`src/rtl/shift_wb_buffer.sv`:
```
// shift_wb_buffer
//   Small in-order FIFO that queues shift-unit results until the register
//   file accepts the write-back.
//
//   Parameters
//     DEPTH    entry count, power of two from 2 to 16
//     SKIP_R0  1: results targeting register 0 are dropped at the input
//
//   Ports
//     clock, reset          rising-edge clock, synchronous active-high reset
//     in_valid/in_result/in_rd   result strobe, {carry, data[31:0]}, dest reg
//     in_ready              push accepted this cycle (buffer not full)
//     flush                 synchronous discard of all buffered entries
//     wb_valid/wb_ready     write-back handshake
//     wb_rd/wb_data/wb_carry     head entry fields, 0 when empty
//     count                 occupied entries
//     overflow_err          sticky flag: a real result was refused
//
//   Optional feature: define SHIFT_WB_FLAGS_EN to add wb_zero / wb_neg,
//   computed at push time and stored with each entry.
module shift_wb_buffer #(
  parameter int DEPTH   = 4,
  parameter int SKIP_R0 = 1
) (
  input  logic                       clock,
  input  logic                       reset,
  input  logic                       in_valid,
  input  logic [32:0]                in_result,
  input  logic [4:0]                 in_rd,
  output logic                       in_ready,
  input  logic                       flush,
  output logic                       wb_valid,
  input  logic                       wb_ready,
  output logic [4:0]                 wb_rd,
  output logic [31:0]                wb_data,
  output logic                       wb_carry,
  output logic [$clog2(DEPTH):0]     count,
  output logic                       overflow_err
`ifdef SHIFT_WB_FLAGS_EN
  ,
  output logic                       wb_zero,
  output logic                       wb_neg
`endif
);

  localparam int PW = $clog2(DEPTH);
  localparam int CW = PW + 1;

  logic [PW-1:0] head_q;
  logic [PW-1:0] tail_q;
  logic [CW-1:0] count_q;
  logic          overflow_q;

  logic [4:0]    rd_mem    [DEPTH];
  logic [31:0]   data_mem  [DEPTH];
  logic          carry_mem [DEPTH];
`ifdef SHIFT_WB_FLAGS_EN
  logic          zero_mem  [DEPTH];
  logic          neg_mem   [DEPTH];
`endif

  logic full;
  logic empty;
  logic skip;
  logic push;
  logic pop;

  always_comb begin
    full  = (count_q == CW'(DEPTH));
    empty = (count_q == '0);
    skip  = (SKIP_R0 != 0) && (in_rd == 5'd0);
    // A full buffer refuses pushes even when a pop frees a slot this cycle.
    push  = in_valid && !full && !flush && !skip;
    pop   = !empty && wb_ready && !flush;
  end

  always_ff @(posedge clock) begin
    if (reset) begin
      head_q     <= '0;
      tail_q     <= '0;
      count_q    <= '0;
      overflow_q <= 1'b0;
    end else begin
      if (in_valid && full && !skip)
        overflow_q <= 1'b1;
      if (flush) begin
        head_q  <= '0;
        tail_q  <= '0;
        count_q <= '0;
      end else begin
        // Pointer wrap is the natural roll-over of a power-of-two index.
        if (push)
          tail_q <= tail_q + PW'(1);
        if (pop)
          head_q <= head_q + PW'(1);
        case ({push, pop})
          2'b10:   count_q <= count_q + CW'(1);
          2'b01:   count_q <= count_q - CW'(1);
          default: count_q <= count_q;
        endcase
      end
    end
  end

  // Storage is not reset; outputs are masked while empty instead.
  always_ff @(posedge clock) begin
    if (push) begin
      rd_mem[tail_q]    <= in_rd;
      data_mem[tail_q]  <= in_result[31:0];
      carry_mem[tail_q] <= in_result[32];
`ifdef SHIFT_WB_FLAGS_EN
      zero_mem[tail_q]  <= (in_result[31:0] == 32'd0);
      neg_mem[tail_q]   <= in_result[31];
`endif
    end
  end

  always_comb begin
    in_ready     = !full;
    wb_valid     = !empty;
    count        = count_q;
    overflow_err = overflow_q;
    wb_rd        = '0;
    wb_data      = '0;
    wb_carry     = 1'b0;
`ifdef SHIFT_WB_FLAGS_EN
    wb_zero      = 1'b0;
    wb_neg       = 1'b0;
`endif
    if (!empty) begin
      wb_rd    = rd_mem[head_q];
      wb_data  = data_mem[head_q];
      wb_carry = carry_mem[head_q];
`ifdef SHIFT_WB_FLAGS_EN
      wb_zero  = zero_mem[head_q];
      wb_neg   = neg_mem[head_q];
`endif
    end
  end

endmodule

```
`config.mk`:
```
export PLATFORM = sky130hd
export DESIGN_NAME = shift_wb_buffer
export DESIGN_NICKNAME = d
export VERILOG_FILES = /design/src/rtl/shift_wb_buffer.sv
export SDC_FILE = /design/constraint.sdc
export NUM_CORES = 1
export LEC_CHECK = 0
export CORE_MARGIN = 4
export CORE_UTILIZATION = 30
export DETAILED_ROUTE_END_ITERATION = 10
export SLEW_MARGIN = 20
export SYNTH_ARGS = -nofsm -noshare
export SYNTH_HDL_FRONTEND = slang
export SYNTH_SLANG_ARGS = --single-unit
```
`constraint.sdc`:
```
create_clock -name clock -period 2.85 [get_ports clock]
set_input_delay 0.285 -clock clock [delete_from_list [all_inputs] [get_ports clock]]
set_output_delay 0.285 -clock clock [all_outputs]
set_load 0.005 [all_outputs]
```
==> impl_metrics.toml <==
[clock_network]
path_clk_slew_ns = 0.07
post_cts_buffers = 0
cts_root_buf = "clkbuf_16"
postCtsHoldBufs = 0
clockBufferDepth = 2
cts_resized = 0
numCtsBuffers = 17
clock_latency_ns = 0.42
cts_tree = "yes"
cts_max_level = 4
cts_num_sinks = 162

[route]
via_per_inst = 4.495
drc = 0
vias = 3106
drt_wl_total_um = 12110
drt_iter0_drc = 108
wl_per_cell_um = 17.52
ant_nets = 0
dr.pass1.iters = 4

[global_route]
grt_max_degree = 27
grt_pass1_vias = 3473
grt_usage = 0.1091
antenna_found_initial = 0
grt_remaining_overflow = 0
grt_pass1_wl_um = 19430

[pwr]
comb_power_share = 0.046
vdd_drop_max_mv = 0.3890
p_total_w = 0.005099
p_per_area_mw_per_mm2 = 626.5
p_leak_nw = 2.578
switchingPower_w = 0.0009584
p_seq_frac = 0.519
clkPwrFrac = 0.435
p_sw_frac = 0.1879
p_int_w = 0.004141

[timing]
slew_headroom = 0.6332
skew_ns = 0.01133
fmaxAchievable_mhz = 367.9
final_max_slew_viol_count = 0
holdWs_ns = 0.4189
fin_crit_ns = 2.718
rsz0062_at_grt = "no"
hold_violations = 0
finalSetupViolCount = 0
setup-tns-final_ns = 0
finalCritPeriodShare = 0.9538
worst_pin_slew_ns = 0.5482

[placed_design]
io_buffers = 86
gp_congestion = 0.6738
dpl.hpwl_um = 7666

[cells_and_area]
layout-drive-gt1-share = 0.2209
postLayoutCoreUtil = 0.3997
diodes = 0
syn_to_final_growth_pct = 29.89
nets = 458

[yosys]
synth_cell_type_count = 26
ys_warn_count = 0
ys_seq_area_frac = 0.7604
synth_area_per_cell_um2 = 20.89
syn_nets = 349
syn_area_mm2 = 0.006266
synthCells = 300
ys_seq_elements = 162

[worst_setup_path]
crit_type = "in2reg"
critPathCaptureType = "flop"
arrival_ns = 3.06
cp-start-kind = "primary input"
required_ns = 3.19
crit_fanout = 5

[die]
dieWidth_um = 152.5
design.die.area_mm2 = 0.02326
chipHeight_um = 152.5
ioPinCount = 87
initial_core_util = 0.3077
rows = 52
core-area_mm2 = 0.02036

[run_status]
outcome = "finished clean"

[job]
maxCapViolCount = 0

[worst_hold_path]
hold_class = "in2reg"
## logic make-up after synthesis
group / count (synthesis) / synth area share
compound gates: 9 / 0.01018
xor+xnor: 4 / 0.005590
fa+ha+maj: 6 / 0.01318
buf+inv: 20 / 0.01578
flops: 162 / 0.7604
mux: 38 / 0.1366
simple gates: 61 / 0.05831
## layer usage
layer	global-route usage	wire length, um
met3	0.02783	430
met2	0.1780	6050
met4	0.04752	282
met5	0	0
met1	0.1386	5342
## cell type report
type / count / area, um2
sequential: 162 / 4770
clock inverter: 10 / 135.1
multi-input combinational: 118 / 1404
fill: 1797 / 12230
clock buffer: 21 / 440.4
timing repair buffer: 103 / 1026
tap: 270 / 337.8
inverter: 7 / 26.28
## flip-flops by register name (all words and copies together), names as in the netlist, named ones only
| name | cells |
|---|---|
| data_mem | 128 |
| carry_mem | 4 |
| rd_mem | 20 |
| tail_q | 2 |
| overflow_err | 1 |
| count | 3 |
| head_q | 2 |
## cells in the mapped netlist
master	instances	area share
a21oi_1	4	0.0032
nor3b_1	1	0.0012
dfxtp_1	10	0.032
or2_2	1	0.0010
and2_1	38	0.038
a21o_1	2	0.0024
nand2_1	1	0.00060
nand3_1	3	0.0024
fa_1	1	0.0032
or4_4	1	0.0018
and3_2	4	0.0048
xor2_1	4	0.0056
a21oi_2	1	0.0014
ha_1	5	0.010
o21a_4	1	0.0024
clkbuf_1	6	0.0036
buf_4	1	0.0012
edfxtp_1	152	0.73
buf_6	2	0.0036
or3_1	2	0.0020
mux4_2	38	0.14
nor2_1	9	0.0054
and2_2	1	0.0012
buf_2	4	0.0032
o21ai_0	1	0.00080
inv_1	7	0.0042
## placed cells by master (no fill, tap or decap), types with 3 or more instances in the layout
master	instances
bufinv_16	3
buf_4	14
nor2_1	9
edfxtp_1	152
clkbuf_1	4
nand3_1	3
clkdlybuf4s50_1	86
a21oi_1	4
inv_1	7
clkbuf_16	17
xor2_1	4
buf_12	3
dfxtp_1	8
clkinvlp_4	3
ha_1	5
and3_2	4
and2_1	38
mux4_2	38
## worst paths after layout
path | from | to | slack [ns] | cells after the start
worst max-delay path | in_rd[0] | count[2] | 0.13 | 11
worst min-delay path | reset | overflow_err | 0.42 | 2
worst max register to register | count[2] | count[2] | 0.27 | 10
worst min register to register | overflow_err | overflow_err | 0.48 | 2
## power groups by stage
stage                     combinational, W  clock (W)  sequential [W]
after floorplan                  0.0000849          0         0.00269
after global placement            0.000230          0         0.00269
after detailed placement          0.000239          0         0.00270
after CTS                         0.000240    0.00229         0.00265
after global routing              0.000256    0.00240         0.00265
final                             0.000234    0.00222         0.00265
## through the flow
step	cells	area, um2	setup slack (ns)
finish	691	8139	0.1316
CTS	691	8139	0.07541
global placement	660	7564	-0.1764
global route	691	8139	0.02459
detailed placement	660	7564	-0.2878
floorplan	300	6266	0.4014
## critical path, cell delays in order
cell and delay (ns):
clkdlybuf4s50_1 0.53, or4_4 0.59, o21a_4 0.21, and2_2 0.16, inv_1 0.05, ha_1 0.15
inv_1 0.05, fa_1 0.37, xor2_1 0.16, or3_1 0.32, a21oi_1 0.18
(Power assumes the default switching activity.)
